[src/rtl/mem_arbiter.sv]
// Two-master, one-slave memory arbiter: one transaction in flight, round-robin on ties,
// combinational response routing and a response watchdog that returns an error on a stalled slave.
module mem_arbiter #(
    parameter int unsigned ADDR_W  = 32,
    parameter int unsigned DATA_W  = 32,
    parameter int unsigned TIMEOUT = 255
) (
    input  logic                clk,
    input  logic                rst_n,
    input  logic                m0_req_valid,
    output logic                m0_req_ready,
    input  logic [ADDR_W-1:0]   m0_req_addr,
    input  logic                m0_req_wen,
    input  logic [DATA_W-1:0]   m0_req_wdata,
    input  logic [DATA_W/8-1:0] m0_req_wmask,
    output logic                m0_rsp_valid,
    input  logic                m0_rsp_ready,
    output logic [DATA_W-1:0]   m0_rsp_rdata,
    output logic                m0_rsp_err,
    input  logic                m1_req_valid,
    output logic                m1_req_ready,
    input  logic [ADDR_W-1:0]   m1_req_addr,
    input  logic                m1_req_wen,
    input  logic [DATA_W-1:0]   m1_req_wdata,
    input  logic [DATA_W/8-1:0] m1_req_wmask,
    output logic                m1_rsp_valid,
    input  logic                m1_rsp_ready,
    output logic [DATA_W-1:0]   m1_rsp_rdata,
    output logic                m1_rsp_err,
    output logic                s_req_valid,
    input  logic                s_req_ready,
    output logic [ADDR_W-1:0]   s_req_addr,
    output logic                s_req_wen,
    output logic [DATA_W-1:0]   s_req_wdata,
    output logic [DATA_W/8-1:0] s_req_wmask,
    input  logic                s_rsp_valid,
    output logic                s_rsp_ready,
    input  logic [DATA_W-1:0]   s_rsp_rdata
);
    localparam int unsigned MASK_W = DATA_W / 8;
    localparam int unsigned CNT_W  = $clog2(TIMEOUT + 1);

    typedef enum logic [1:0] {IDLE, REQ, RSP} state_t;

    state_t             state, state_nxt;
    logic               gnt, gnt_nxt;
    logic               last, last_nxt;
    logic [CNT_W-1:0]   cnt, cnt_nxt;
    logic               err_hold, err_hold_nxt;
    logic               err_mode;
    logic               rsp_v;
    logic               rsp_err;
    logic [DATA_W-1:0]  rsp_rdata;
    logic               sel_rsp_ready;

    assign sel_rsp_ready = gnt ? m1_rsp_ready : m0_rsp_ready;

    // State register; last = 1 so master 0 wins the first tie after reset.
    always_ff @(posedge clk or negedge rst_n) begin
        if (!rst_n) begin
            state    <= IDLE;
            gnt      <= 1'b0;
            last     <= 1'b1;
            cnt      <= '0;
            err_hold <= 1'b0;
        end else begin
            state    <= state_nxt;
            gnt      <= gnt_nxt;
            last     <= last_nxt;
            cnt      <= cnt_nxt;
            err_hold <= err_hold_nxt;
        end
    end

    // Next-state, request mux, response routing and watchdog.
    always_comb begin
        state_nxt    = state;
        gnt_nxt      = gnt;
        last_nxt     = last;
        cnt_nxt      = cnt;
        err_hold_nxt = err_hold;
        err_mode     = 1'b0;
        rsp_v        = 1'b0;
        rsp_err      = 1'b0;
        rsp_rdata    = '0;
        s_req_valid  = 1'b0;
        s_req_addr   = '0;
        s_req_wen    = 1'b0;
        s_req_wdata  = '0;
        s_req_wmask  = MASK_W'(0);
        s_rsp_ready  = 1'b1;
        m0_req_ready = 1'b0;
        m1_req_ready = 1'b0;

        case (state)
            IDLE: begin
                if (m0_req_valid || m1_req_valid) begin
                    gnt_nxt   = (m0_req_valid && m1_req_valid) ? ~last : m1_req_valid;
                    last_nxt  = gnt_nxt;
                    state_nxt = REQ;
                end
            end
            REQ: begin
                s_req_valid  = 1'b1;
                s_req_addr   = gnt ? m1_req_addr  : m0_req_addr;
                s_req_wen    = gnt ? m1_req_wen   : m0_req_wen;
                s_req_wdata  = gnt ? m1_req_wdata : m0_req_wdata;
                s_req_wmask  = gnt ? m1_req_wmask : m0_req_wmask;
                m0_req_ready = !gnt && s_req_ready;
                m1_req_ready = gnt && s_req_ready;
                if (s_req_ready) begin
                    state_nxt    = RSP;
                    cnt_nxt      = '0;
                    err_hold_nxt = 1'b0;
                end
            end
            RSP: begin
                // A slave response in the expiry cycle wins; once the error is shown it is held.
                err_mode = err_hold || ((cnt == CNT_W'(TIMEOUT)) && !s_rsp_valid);
                if (err_mode) begin
                    rsp_v        = 1'b1;
                    rsp_err      = 1'b1;
                    s_rsp_ready  = 1'b1;
                    err_hold_nxt = 1'b1;
                    if (sel_rsp_ready) begin
                        state_nxt    = IDLE;
                        err_hold_nxt = 1'b0;
                    end
                end else begin
                    rsp_v       = s_rsp_valid;
                    rsp_rdata   = s_rsp_rdata;
                    s_rsp_ready = sel_rsp_ready;
                    if (s_rsp_valid && sel_rsp_ready) begin
                        state_nxt = IDLE;
                    end else if (!s_rsp_valid && (cnt != CNT_W'(TIMEOUT))) begin
                        cnt_nxt = cnt + CNT_W'(1);
                    end
                end
            end
            default: state_nxt = IDLE;
        endcase

        m0_rsp_valid = rsp_v && !gnt;
        m1_rsp_valid = rsp_v && gnt;
        m0_rsp_err   = rsp_err && !gnt;
        m1_rsp_err   = rsp_err && gnt;
        m0_rsp_rdata = gnt ? '0 : rsp_rdata;
        m1_rsp_rdata = gnt ? rsp_rdata : '0;
    end
endmodule
[config.mk]
export PLATFORM = sky130hd
export DESIGN_NAME = mem_arbiter
export DESIGN_NICKNAME = d
export VERILOG_FILES = /design/src/rtl/mem_arbiter.sv
export SDC_FILE = /design/constraint.sdc
export NUM_CORES = 1
export LEC_CHECK = 0
export ABC_AREA = 1
export CAP_MARGIN = 20
export CELL_PAD_IN_SITES_DETAIL_PLACEMENT = 2
export CELL_PAD_IN_SITES_GLOBAL_PLACEMENT = 2
export CORE_ASPECT_RATIO = 0.7
export CORE_MARGIN = 5
export CORE_UTILIZATION = 12
export DETAILED_ROUTE_END_ITERATION = 7
export HOLD_SLACK_MARGIN = 0.06
export PLACE_DENSITY_LB_ADDON = 0.3
export SETUP_SLACK_MARGIN = 0.05
export SLEW_MARGIN = 15
export SYNTH_ARGS = -nofsm -noshare
export SYNTH_HDL_FRONTEND = slang
export SYNTH_SLANG_ARGS = --single-unit
export TNS_END_PERCENT = 50
[constraint.sdc]
create_clock -name clk -period 2.65 [get_ports clk]
set_input_delay 0.265 -clock clk [delete_from_list [all_inputs] [get_ports clk]]
set_output_delay 0.265 -clock clk [all_outputs]
set_load 0.01 [all_outputs]
==> flow_metrics.env <==
export IMPL_area_growth_synth_to_final_pct=131.9
export IMPL_cell_type_contributing_the_most_total_cell_area_after_synthesis="sky130_fd_sc_hd__nand2_1"
export IMPL_design_core_area_um2=21730
export IMPL_detail_route_first_pass_iterations=4
export IMPL_critPathArrivalTime_ns=2.21
export IMPL_dieArea_um2=25310
export IMPL_cts_buffer_depth=2
export IMPL_first_global_vias=4911
export IMPL_period_needed_ns=2.474
export IMPL_netlist_area_um2=2663
export IMPL_synth_top_cells_by_area="sky130_fd_sc_hd__nand2_1 24%, sky130_fd_sc_hd__nor3_2 19%, sky130_fd_sc_hd__a21oi_1 13%"
export IMPL_worstSetupEndpointType="primary output"
export IMPL_dp_final_hpwl_mm=15.46
export IMPL_place_gp_congestion=0.7958
export IMPL_initial_utilization_pct=12.25
export IMPL_placement_io_buffers=318
export IMPL_worstSetupPathType="reg2out"
export IMPL_report_final_slew_viol_count=0
export IMPL_globalRoute_totalOverflow=0
export IMPL_worst_pin_slew_ns=0.6672
export IMPL_rrSetupSlack_ns=0.90
export IMPL_cts_hold_buf=0
export IMPL_worst_setup_hold_path_clk_slew_ns=0.05
export IMPL_synthCells=457
export IMPL_design_portCount=319
export IMPL_p_total_mw=4.210
export IMPL_cts_sinks=13
export IMPL_cts_buffers=3
export IMPL_num_antenna_cells=0
export IMPL_synth_sequential_area_ratio_pct=12.27
export IMPL_largest_net_degree_at_the_start_of_global_routing=46
export IMPL_number_of_cell_rows=45
export IMPL_floorplan_die_height_um=134.6
export IMPL_grt_setup_unrepaired="yes"
export IMPL_finClkSkew_ns=0.002826
export IMPL_yosysWarningCount=0
export IMPL_vias_per_cell=4.054
export IMPL_design_final_nets=936
export IMPL_track_usage_pct=13.24
export IMPL_ys_types=31
export IMPL_htree_num_levels=1
export IMPL_fmaxAchievable_ghz=0.4042
export IMPL_register_bit_total_from_synthesis=13
export IMPL_tns_ns=0
export IMPL_max_cap_violations=0
export IMPL_critPathRequiredTime_ns=2.38
export IMPL_antenna_violating_nets_post_route=0
export IMPL_synth_net_count=636
export IMPL_worst_slew_margin_rel_pct=55.38
export IMPL_chipWidth_um=188.0
export IMPL_setup_failing_eps_final=0
export IMPL_clock_insertion_delay_at_the_later_pin_of_the_skew_report_ns=0.25
export IMPL_timing_hold_worst_class="in2async"
export IMPL_cts_setup_buffers=0
export IMPL_route_vias_total=4208
export IMPL_static_leakage_nw=2.890
export IMPL_final_layout_size_suffix_gt1_share_pct=12.43
export IMPL_finalHoldViolations=0
export IMPL_initialDrtViolationCount=105
export IMPL_power_ir_vdd_worst_v=0.0002203
export IMPL_grt_first_pass_wirelength_mm=27.57
export IMPL_tcrit_tclk_final_pct=93.36
export IMPL_wire_length_per_cell_um=17.24
export IMPL_routed_wire_length_mm=17.89
export IMPL_drc=0
export IMPL_cts_root_buffer_cell="sky130_fd_sc_hd__clkbuf_16"
export IMPL_outcome="complete, no violations"
export IMPL_grt_antenna_before_repair=0
export IMPL_post_synth_top_area_fraction_pct=23.83
export IMPL_mean_cell_area_of_the_mapped_netlist_um2=5.826
export IMPL_critPathMaxFanout=22
export IMPL_power_density_cell_area_nw_per_um2=682.0
export IMPL_tritoncts="yes"
export IMPL_start_kind="flop"
==> where the power goes <==
part,internal [mW],switching (mW)
logic,1.59,2.02
clock network,0.204,0.0901
registers,0.248,0.0544
==> worst max-delay path, stage by stage (launching register included) <==
cell and delay (ns):
sky130_fd_sc_hd__dfrtp_1 0.41, sky130_fd_sc_hd__ha_1 0.24, sky130_fd_sc_hd__nand2_2 0.11, sky130_fd_sc_hd__nor2_4 0.06, sky130_fd_sc_hd__nand3_2 0.11, sky130_fd_sc_hd__nand2_4 0.08, sky130_fd_sc_hd__nor2_4 0.20, sky130_fd_sc_hd__inv_8 0.11
sky130_fd_sc_hd__buf_12 0.18, sky130_fd_sc_hd__nor3_1 0.16, sky130_fd_sc_hd__dlygate4sd2_1 0.29
==> synth_stat cells <==
| cell type | instances |
|---|---|
| sky130_fd_sc_hd__a21oi_1 | 69 |
| sky130_fd_sc_hd__and2_1 | 1 |
| sky130_fd_sc_hd__buf_12 | 6 |
| sky130_fd_sc_hd__buf_2 | 11 |
| sky130_fd_sc_hd__buf_4 | 1 |
| sky130_fd_sc_hd__buf_6 | 1 |
| sky130_fd_sc_hd__clkbuf_1 | 19 |
| sky130_fd_sc_hd__clkinv_2 | 1 |
| sky130_fd_sc_hd__dfrtp_1 | 12 |
| sky130_fd_sc_hd__dfstp_2 | 1 |
| sky130_fd_sc_hd__ha_1 | 1 |
| sky130_fd_sc_hd__inv_1 | 43 |
| sky130_fd_sc_hd__inv_2 | 4 |
| sky130_fd_sc_hd__inv_4 | 1 |
| sky130_fd_sc_hd__nand2_1 | 169 |
| sky130_fd_sc_hd__nand2_2 | 5 |
| sky130_fd_sc_hd__nand2_4 | 2 |
| sky130_fd_sc_hd__nand3_1 | 9 |
| sky130_fd_sc_hd__nand3_2 | 1 |
| sky130_fd_sc_hd__nand3b_1 | 2 |
| sky130_fd_sc_hd__nand4_1 | 1 |
| sky130_fd_sc_hd__nor2_1 | 11 |
| sky130_fd_sc_hd__nor2_2 | 2 |
| sky130_fd_sc_hd__nor2_4 | 3 |
| sky130_fd_sc_hd__nor3_1 | 14 |
| sky130_fd_sc_hd__nor3_2 | 50 |
| sky130_fd_sc_hd__o21ai_0 | 6 |
| sky130_fd_sc_hd__o21ai_1 | 6 |
| sky130_fd_sc_hd__or2_2 | 3 |
| sky130_fd_sc_hd__xnor2_1 | 1 |
| sky130_fd_sc_hd__xor2_1 | 1 |
==> repair_timing <==
action	4_1_cts	5_1_grt
pin swaps	0	1
setup endpoints to repair	53	24
resized for setup	52	21
==> logic make-up after synthesis <==
| family | synth area share, % |
|---|---|
| compound gates | 15.23 |
| xor+xnor | 0.6580 |
| fa+ha+maj | 0.4698 |
| buf+inv | 17.01 |
| flops | 12.27 |
| simple gates | 54.37 |
==> sequential cells by signal (all words and copies together) (netlist names) <==
| name | cells |
|---|---|
| cnt | 8 |
| state | 2 |
| last | 1 |
| gnt | 1 |
| err_hold | 1 |
==> final timing paths <==
kind	startpoint	endpoint	depth (start not counted)
worst min-delay path	rst_n	state[1]$_DFFE_PN0P_	1
min in group clk	last$_DFFE_PN1P_	last$_DFFE_PN1P_	2
worst min register to register	last$_DFFE_PN1P_	last$_DFFE_PN1P_	2
worst max-delay path	cnt[0]$_DFFE_PN0P_	m0_rsp_rdata[10]	10
max in group asynchronous	rst_n	gnt$_DFFE_PN0P_	1
worst max register to register	state[0]$_DFFE_PN0P_	cnt[3]$_DFFE_PN0P_	9
==> per-stage QoR <==
stage	utilization, %	hold WS, ns	worst slack, ns	area, um^2	cells
3_3_place_gp	28.13	0.4517	0.1939	6115	1034
3_5_place_dp	28.13	0.4784	0.1020	6115	1034
6_report	28.41	0.4290	0.1760	6173	1038
2_1_floorplan	-	-0.03059	0.8810	2663	457
5_1_grt	28.41	0.4810	0.03958	6173	1038
4_1_cts	28.22	0.4554	-0.03887	6132	1038
==> layer usage <==
metal  track usage, %  part of all wire [%]
met5                0                     0
met4            1.426                  0.76
met2            25.22                    51
met3            4.264                   9.3
met1            14.93                    39
==> layout by cell type, fill, tap and decap left out, drive strengths merged <==
master         synthesis  final
nor2                  16     16
dfstp                  1      1
buf                   19     15
dlymetal6s2s           0     14
nand3                 10     10
and2                   1      1
or2                    3      3
xnor2                  1      1
nand2                176    176
clkbuf                19      5
dfrtp                 12     12
inv                   48     48
dlygate4sd2            0     50
nand3b                 2      2
xor2                   1      1
clkinv                 1      1
nor3                  64     64
clkdlybuf4s50          0    253
a21oi                 69     69
ha                     1      1
o21ai                 12     12
nand4                  1      1
==> final cells by class <==
class,count,area [um^2]
Multi-Input combinational cell,357,1888
Sequential cell,13,330.3
Inverter,49,197.7
Fill cell,2566,15560
Timing Repair Buffer,333,3326
Tap cell,282,352.8
Clock buffer,4,78.83
Power figures use the tool's default switching activity.
